### src/rtl/if_id_stage_if.sv
// Instruction-memory fetch bus: one-cycle request strobe with address, response strobe with data.
// The fetch stage drives the master side; the instruction memory drives the slave side.
interface if_id_stage_if;
  logic        imem_req;
  logic [31:0] imem_addr;
  logic        imem_rvalid;
  logic [31:0] imem_rdata;

  modport master (
    output imem_req,
    output imem_addr,
    input  imem_rvalid,
    input  imem_rdata
  );

  modport slave (
    input  imem_req,
    input  imem_addr,
    output imem_rvalid,
    output imem_rdata
  );
endinterface

### src/rtl/if_id_stage.sv
// Fetch stage: PC -> imem request -> IF/ID register, one-entry skid buffer; IF_PERF_CNT_EN adds a stall counter.
// Latency: request in IDLE, word lands in IF/ID on the edge ending the response cycle (1 instr / 2 cycles).
// Backpressure: id_shouldStall parks the word in the skid buffer; if_busy holds the PC outside delivery cycles.
module if_id_stage #(
  parameter logic [31:0] NOP_INST        = 32'h0000_0000,
  parameter bit          FLUSH_ON_BRANCH = 1'b1
) (
  input  logic          clk,
  input  logic          rst,
  input  logic          cpu_en,
  input  logic          id_shouldStall,
  input  logic          id_shouldJumpOrBranch,
  input  logic [31:0]   if_pc,
  if_id_stage_if.master imem,
  output logic [31:0]   id_pc,
  output logic [31:0]   id_inst,
  output logic          id_valid,
`ifdef IF_PERF_CNT_EN
  output logic [31:0]   fetch_stall_cycles,
`endif
  output logic          if_busy
);

  typedef enum logic [1:0] {IDLE, WAIT, FULL} state_e;

  state_e      state_q, state_d;
  logic        kill_q, kill_d;
  logic [31:0] req_pc_q, req_pc_d;
  logic [31:0] buf_pc_q, buf_pc_d;
  logic [31:0] buf_inst_q, buf_inst_d;
  logic [31:0] id_pc_q, id_pc_d;
  logic [31:0] id_inst_q, id_inst_d;
  logic        id_valid_q, id_valid_d;
  logic        branch;
  logic        req;
  logic        req_out;
  logic        busy;

  assign branch = id_shouldJumpOrBranch & cpu_en;

  always_comb begin
    state_d    = state_q;
    kill_d     = kill_q;
    req_pc_d   = req_pc_q;
    buf_pc_d   = buf_pc_q;
    buf_inst_d = buf_inst_q;
    id_pc_d    = id_pc_q;
    id_inst_d  = id_inst_q;
    id_valid_d = id_valid_q;
    req        = 1'b0;
    busy       = 1'b1;
    case (state_q)
      IDLE: begin
        if (cpu_en) begin
          req      = 1'b1;
          req_pc_d = if_pc;
          state_d  = WAIT;
        end
      end
      WAIT: begin
        // The response is captured even while frozen; only delivery needs cpu_en.
        if (imem.imem_rvalid) begin
          if (kill_q || branch) begin
            kill_d  = 1'b0;
            state_d = IDLE;
          end else if (cpu_en && !id_shouldStall) begin
            id_pc_d    = req_pc_q;
            id_inst_d  = imem.imem_rdata;
            id_valid_d = 1'b1;
            busy       = 1'b0;
            state_d    = IDLE;
          end else begin
            buf_pc_d   = req_pc_q;
            buf_inst_d = imem.imem_rdata;
            state_d    = FULL;
          end
        end else if (branch) begin
          kill_d = 1'b1;
        end
      end
      FULL: begin
        if (branch) begin
          state_d = IDLE;
        end else if (cpu_en && !id_shouldStall) begin
          id_pc_d    = buf_pc_q;
          id_inst_d  = buf_inst_q;
          id_valid_d = 1'b1;
          busy       = 1'b0;
          state_d    = IDLE;
        end
      end
      default: state_d = IDLE;
    endcase
    if (branch && FLUSH_ON_BRANCH) begin
      id_inst_d  = NOP_INST;
      id_valid_d = 1'b0;
    end
  end

  always_ff @(posedge clk or negedge rst) begin
    if (!rst) begin
      state_q    <= IDLE;
      kill_q     <= 1'b0;
      req_pc_q   <= '0;
      buf_pc_q   <= '0;
      buf_inst_q <= '0;
      id_pc_q    <= '0;
      id_inst_q  <= NOP_INST;
      id_valid_q <= 1'b0;
    end else begin
      state_q    <= state_d;
      kill_q     <= kill_d;
      req_pc_q   <= req_pc_d;
      buf_pc_q   <= buf_pc_d;
      buf_inst_q <= buf_inst_d;
      id_pc_q    <= id_pc_d;
      id_inst_q  <= id_inst_d;
      id_valid_q <= id_valid_d;
    end
  end

  // The strobe is qualified by rst so nothing is issued while reset is asserted.
  assign req_out        = req & rst;
  assign imem.imem_req  = req_out;
  assign imem.imem_addr = req_out ? if_pc : 32'h0;
  assign id_pc          = id_pc_q;
  assign id_inst        = id_inst_q;
  assign id_valid       = id_valid_q;
  assign if_busy        = busy;

`ifdef IF_PERF_CNT_EN
  logic [31:0] stall_cnt_q, stall_cnt_d;

  always_comb begin
    stall_cnt_d = stall_cnt_q;
    if (cpu_en && (state_q != IDLE) && busy) stall_cnt_d = stall_cnt_q + 32'd1;
  end

  always_ff @(posedge clk or negedge rst) begin
    if (!rst) stall_cnt_q <= '0;
    else      stall_cnt_q <= stall_cnt_d;
  end

  assign fetch_stall_cycles = stall_cnt_q;
`endif

endmodule

### src/flat_wrapper.sv
// flat-port wrapper written by rule: the top's interface ports become plain ports
module if_id_stage_flat 
#(
  parameter logic [31:0] NOP_INST        = 32'h0000_0000,
  parameter bit          FLUSH_ON_BRANCH = 1'b1
)
  (clk, rst, cpu_en, id_shouldStall, id_shouldJumpOrBranch, if_pc, id_pc, id_inst, id_valid, if_busy, imem_imem_req, imem_imem_addr, imem_imem_rvalid, imem_imem_rdata);
  if_id_stage_if imem_i ();
  input  logic clk;
  input  logic rst;
  input  logic cpu_en;
  input  logic id_shouldStall;
  input  logic id_shouldJumpOrBranch;
  input  logic [31:0] if_pc;
  output logic [31:0] id_pc;
  output logic [31:0] id_inst;
  output logic id_valid;
  output logic if_busy;
  output wire logic [$bits(imem_i.imem_req)-1:0] imem_imem_req;
  output wire logic [$bits(imem_i.imem_addr)-1:0] imem_imem_addr;
  input wire logic [$bits(imem_i.imem_rvalid)-1:0] imem_imem_rvalid;
  input wire logic [$bits(imem_i.imem_rdata)-1:0] imem_imem_rdata;
  assign imem_imem_req = imem_i.imem_req;
  assign imem_imem_addr = imem_i.imem_addr;
  assign imem_i.imem_rvalid = imem_imem_rvalid;
  assign imem_i.imem_rdata = imem_imem_rdata;
  if_id_stage #(.NOP_INST(NOP_INST), .FLUSH_ON_BRANCH(FLUSH_ON_BRANCH)) u_core (.clk(clk), .rst(rst), .cpu_en(cpu_en), .id_shouldStall(id_shouldStall), .id_shouldJumpOrBranch(id_shouldJumpOrBranch), .if_pc(if_pc), .imem(imem_i), .id_pc(id_pc), .id_inst(id_inst), .id_valid(id_valid), .if_busy(if_busy));
endmodule
### config.mk
export PLATFORM = sky130hd
export DESIGN_NAME = if_id_stage_flat
export DESIGN_NICKNAME = d
export VERILOG_FILES = /design/src/rtl/if_id_stage_if.sv /design/src/rtl/if_id_stage.sv /design/src/flat_wrapper.sv
export SDC_FILE = /design/constraint.sdc
export NUM_CORES = 1
export LEC_CHECK = 0
export CAP_MARGIN = 15
export CORE_MARGIN = 5
export CORE_UTILIZATION = 51
export DETAILED_ROUTE_END_ITERATION = 6
export DONT_BUFFER_PORTS = 1
export MAX_ROUTING_LAYER = met4
export PLACE_DENSITY = 0.7
export SYNTH_ARGS = -nofsm -noshare
export SYNTH_HDL_FRONTEND = slang
export SYNTH_SLANG_ARGS = --single-unit
### constraint.sdc
create_clock -name clk -period 3.75 [get_ports clk]
set_clock_uncertainty 0.1 [all_clocks]
set_input_delay 0.375 -clock clk [delete_from_list [all_inputs] [get_ports clk]]
set_output_delay 0.375 -clock clk [all_outputs]
set_load 0.05 [all_outputs]
# Yosys cells after proc, flatten, opt, wreduce, memory -nomap -nowiden
# Index checks and enable logic that the tools add are counted.
[totals]
register_bits = 164
output_inout_bits = 99
input_bits = 70
[op_classes]
muxes = 35
eq_ne = 13
reduce_logical = 14
bitwise_logic = 4
[ops]
columns = ["op", "count"]
rows = [
  ["32-bit 2-to-1 mux", 11],
  ["32-bit one-hot mux with 2 select lines", 2],
  ["1-bit 2-to-1 mux", 13],
  ["2-bit 2-to-1 mux", 6],
  ["3-bit AND reduction", 3],
  ["2-bit inequality test, second input constant", 4],
  ["2-bit by 1-bit inequality test with 1-bit output, second input constant", 3],
  ["3-bit by 1-bit inequality test with 1-bit output, second input constant", 2],
  ["3-bit by 2-bit inequality test with 1-bit output, second input constant", 2],
  ["2-bit one-hot mux with 3 select lines", 1],
  ["6-bit AND reduction", 1],
  ["5-bit AND reduction", 1],
  ["1-bit one-hot mux with 2 select lines", 2],
  ["4-bit AND reduction", 1],
  ["2-bit nonzero test", 2],
  ["3-bit nonzero test", 1],
  ["1-bit AND", 2],
  ["2-bit by 1-bit equality test with 1-bit output, second input constant", 1],
  ["2-bit equality test, second input constant", 1],
  ["2-bit zero test", 1],
  ["1-bit NOT", 2],
  ["2-bit AND reduction", 1],
  ["1-bit logical AND", 1],
  ["1-bit zero test", 1],
  ["1-bit logical OR", 1],
]

# Longest topological paths before layout
[logic_depth]
depth_word = 7
depth_mapped = 8
mapped_depth_nobuf = 6

# Worst setup path before layout
# Ideal clock, no wire load.
[synth_timing]
path_type = "reg2out"
from = "register u_core.state_q[0]"
to = "output imem_imem_addr[10]"
required_ns = 3.275
slack_ns = 1.328
path_stages_with_launch = 6
arrival_ns = 1.947
n_path_buf = 1
path_cell_list = "dfrtp_1 inv_1 ha_1 and3_2 clkbuf_1 and2_1"
[synth_between]
elab_chain_cells = 4
[synth_rtl]
columns = ["item", "line", "rtl"]
rows = [
  ["start: declaration", "if_id_stage.sv:26", "state_e state_q, state_d;"],
  ["start signal: assignment", "if_id_stage.sv:111", "state_q <= state_d;"],
  ["2-bit zero test", "if_id_stage.sv:52", "case (state_q)"],
  ["1-bit 2-to-1 mux", "if_id_stage.sv:52", ""],
  ["1-bit AND", "if_id_stage.sv:123", "assign req_out = req & rst;"],
  ["named net imem_imem_req", "flat_wrapper.sv:19", "output wire logic [$bits(imem_i.imem_req)-1:0] imem_imem_req;"],
  ["32-bit 2-to-1 mux", "if_id_stage.sv:125", "assign imem.imem_addr = req_out ? if_pc : 32'h0;"],
  ["end: declaration", "flat_wrapper.sv:20", "output wire logic [$bits(imem_i.imem_addr)-1:0] imem_imem_addr;"],
]
# The timed path passes the listed nets, and every way through them passes these cells.

# Final worst setup path
[layout_timing]
from = "register u_core.state_q[0]"
to = "output imem_imem_addr[29]"
# Same word-level chain as after synthesis.

==> qor.csv <==
metric,value,unit
grt_pass1_vias,4557,
clk_latency,0.42,ns
syn2layout_area_growth,18.0,%
clockPowerShare,19.9,%
die_h,130,um
fin_area,8660,sq um
rsz0062_at_grt,false,
firstDrtPassIters,4,
avgRoutedWirePerCell,20.3,um
clk_pin_slew,0.06,ns
num_vias,4177,
syn_area,7340,sq um
io_pins,169,
tns,0,ns
floorplan.initialDensity,52.5,%
cts-root-buf,clkbuf_16,
yosys_warnings,0,
avgViaCountPerCell,5.67,
hold_ws,-0.443,ns
final_net_count,619,
htree_levels,4,
die_w,130,um
finalCritPeriodShare,79.0,%
post_dp_cell_area,7380,sq um
grt_use_total,19.1,%
startpoint_type,flip-flop,
postCtsHoldBufs,65,
synth_nets,561,
grt_pass1_wl,24.4,mm
status,finished with violations,
synth-seq-cells,164,
max-clock-path-buffers,2,
powerDensity,1040,nW/um^2
diodes,0,
leakage,3.74,nW
cp_max_fo,33,
netlist_instances,487,
port_buffers,0,
setup_viol,0,
worst_pin_slew,0.943,ns
hold_class,input pin to async pin,
critPathRequiredTime,3.27,ns
wl,15.0,mm
clock.fmax,338,MHz
ys_types,31,
cts_buffers,17,
antenna_left,0,
p_switching,3.61,mW
coreArea,14000,sq um
cp_data_arrival_time,2.49,ns
min_period,2.96,ns
drcViolationCount,0,
violations,hold timing,
p_comb_share,32.5,%
crit_path_end_kind,primary output,
overflow,0,
switching_share,40.1,%
final_max_slew_viol_count,0,
clock_sinks,164,
antenna_found_initial,0,
crit_type,flip-flop to primary output,
synth.avg_cell_area,15.1,sq um
slew_headroom,37.2,%
p_seq_share,47.5,%
place.gp.congestion,0.758,
dp_hpwl,9.05,mm
rows,43,
grt_max_degree,166,
finalHoldViolCount,164,
cts_tree,yes,
final_layout_size_suffix_gt1_share,30.7,%
internal_power,5.39,mW
synth_seq_area_share,55.9,%
die_area,16900,sq um
maxCapViolations,0,
ir_worst_vdd,491,uV
drt-initial-drc-count,184,
state kept, by name, summed over array words and instances, names as in the netlist:
| signal | flops |
|---|---|
| u_core.req_pc_q | 32 |
| u_core.state_q | 2 |
| u_core.id_pc | 32 |
| u_core.id_inst | 32 |
| u_core.buf_inst_q | 32 |
| u_core.kill_q | 1 |
| u_core.buf_pc_q | 32 |
| u_core.id_valid | 1 |
logic make-up (layout without fill, tap and decap cells):
kind of cell    after synthesis  count (layout)  synth area share [%]
simple gates                 46              46                  4.13
flops                       164             164                  55.9
mux                         193             193                  30.5
fa+ha+maj                     4               4                 0.682
buf+inv                      36             106                  3.49
compound gates               44              44                  5.23
stage by stage:
stage / utilization, % / power, mW / setup slack [ns] / cells / hold WS [ns]
after floorplan: - / 6.69 / 1.33 / 487 / -0.0206
after global placement: 52.8 / 7.06 / 1.02 / 640 / -0.0160
after detailed placement: 52.8 / 7.22 / 0.935 / 640 / -0.0165
after CTS: 61.8 / 9.10 / 0.765 / 736 / -0.475
after global routing: 61.9 / 9.48 / 0.618 / 737 / -0.478
final: 61.9 / 9.00 / 0.789 / 737 / -0.443
cells in the mapped netlist:
| cell | n | area share (%) |
|---|---|---|
| a21boi_2 | 1 | 0.15 |
| a21oi_1 | 4 | 0.27 |
| a21oi_2 | 1 | 0.12 |
| a41oi_1 | 1 | 0.12 |
| and2_1 | 32 | 2.7 |
| and2_4 | 1 | 0.12 |
| and3_2 | 1 | 0.10 |
| buf_2 | 7 | 0.48 |
| buf_4 | 2 | 0.20 |
| buf_6 | 14 | 2.1 |
| clkbuf_1 | 8 | 0.41 |
| dfrtp_1 | 164 | 56 |
| ha_1 | 4 | 0.68 |
| inv_1 | 5 | 0.26 |
| mux2_1 | 35 | 5.4 |
| mux2_2 | 97 | 15 |
| mux2_4 | 29 | 5.9 |
| mux2i_1 | 32 | 4.4 |
| nand2_1 | 3 | 0.15 |
| nand2b_1 | 3 | 0.26 |
| nand2b_4 | 1 | 0.19 |
| nand4_4 | 1 | 0.29 |
| nor2_1 | 2 | 0.10 |
| nor3_1 | 1 | 0.068 |
| o21ai_1 | 1 | 0.068 |
| o21ai_2 | 1 | 0.12 |
| o21bai_1 | 1 | 0.10 |
| o22ai_1 | 1 | 0.085 |
| o2bb2ai_1 | 30 | 3.6 |
| o2bb2ai_2 | 3 | 0.61 |
| or3b_1 | 1 | 0.12 |
final timing paths:
| kind | from | endpoint | slack [ns] | depth (start not counted) |
|---|---|---|---|---|
| max | u_core.state_q[0]$_DFFE_PN0P_ | imem_imem_addr[29] | 0.79 | 4 |
| min | rst | u_core.id_inst[25]$_DFFE_PN0P_ | -0.44 | 0 |
| max reg2reg | u_core.state_q[0]$_DFFE_PN0P_ | u_core.id_pc[12]$_DFFE_PN0P_ | 1.14 | 5 |
| min reg2reg | u_core.buf_pc_q[28]$_DFFE_PN0P_ | u_core.buf_pc_q[28]$_DFFE_PN0P_ | 0.39 | 1 |
| max in group asynchronous | rst | u_core.id_pc[18]$_DFFE_PN0P_ | 3.73 | 0 |
| min in group clk | imem_imem_rdata[16] | u_core.id_inst[16]$_DFFE_PN0P_ | 0.05 | 2 |
cell usage in the layout, fill, tap and decap left out, drive strengths merged:
cell type and instances:
a21boi 1, a21oi 5, a41oi 1, and2 33, and3 1, buf 5, bufinv 4, clkbuf 22
clkinv 3, clkinvlp 2, dfrtp 164, dlygate4sd3 65, ha 4, inv 5, mux2 161, mux2i 32
nand2 3, nand2b 4, nand4 1, nor2 2, nor3 1, o21ai 2, o21bai 1, o22ai 1
o2bb2ai 33, or3b 1
power by group through the flow:
stage / clock [mW] / combinational [mW] / sequential (mW)
finish: 1.79 / 2.93 / 4.28
global route: 1.92 / 3.17 / 4.39
CTS: 1.85 / 2.97 / 4.29
detailed placement: 0 / 2.91 / 4.31
global placement: 0 / 2.79 / 4.27
floorplan: 0 / 2.59 / 4.10
critical path, cell delays in order, from the launching register on:
cell and delay (ns):
dfrtp_1 0.40, inv_1 0.15, ha_1 0.22, and3_2 0.71, and2_1 0.59
layer usage:
layer | track usage, % | part of all wire [%] | vias to the layer above
met2 | 30.0 | 48 | 138
met3 | 6.39 | 7.9 | 19
met5 | - | 0 | -
met4 | 6.42 | 1.6 | 0
met1 | 23.4 | 42 | 2151
li1 | - | - | 1869
area by class of cell:
type	instances	area, sq um
multi-input combinational	287	3000
tap	180	225
sequential	164	4100
clock buffer	22	454
timing repair buffer	70	701
inverter	5	18.8
clock inverter	9	154
fill	1041	5330
timing repair:
action / 4_1_cts / 5_1_grt
setup buffers: 0 / 0
endpoints found under the hold margin: 229 / 164
resized for setup: 0 / 0
(Power assumes the default switching activity.)
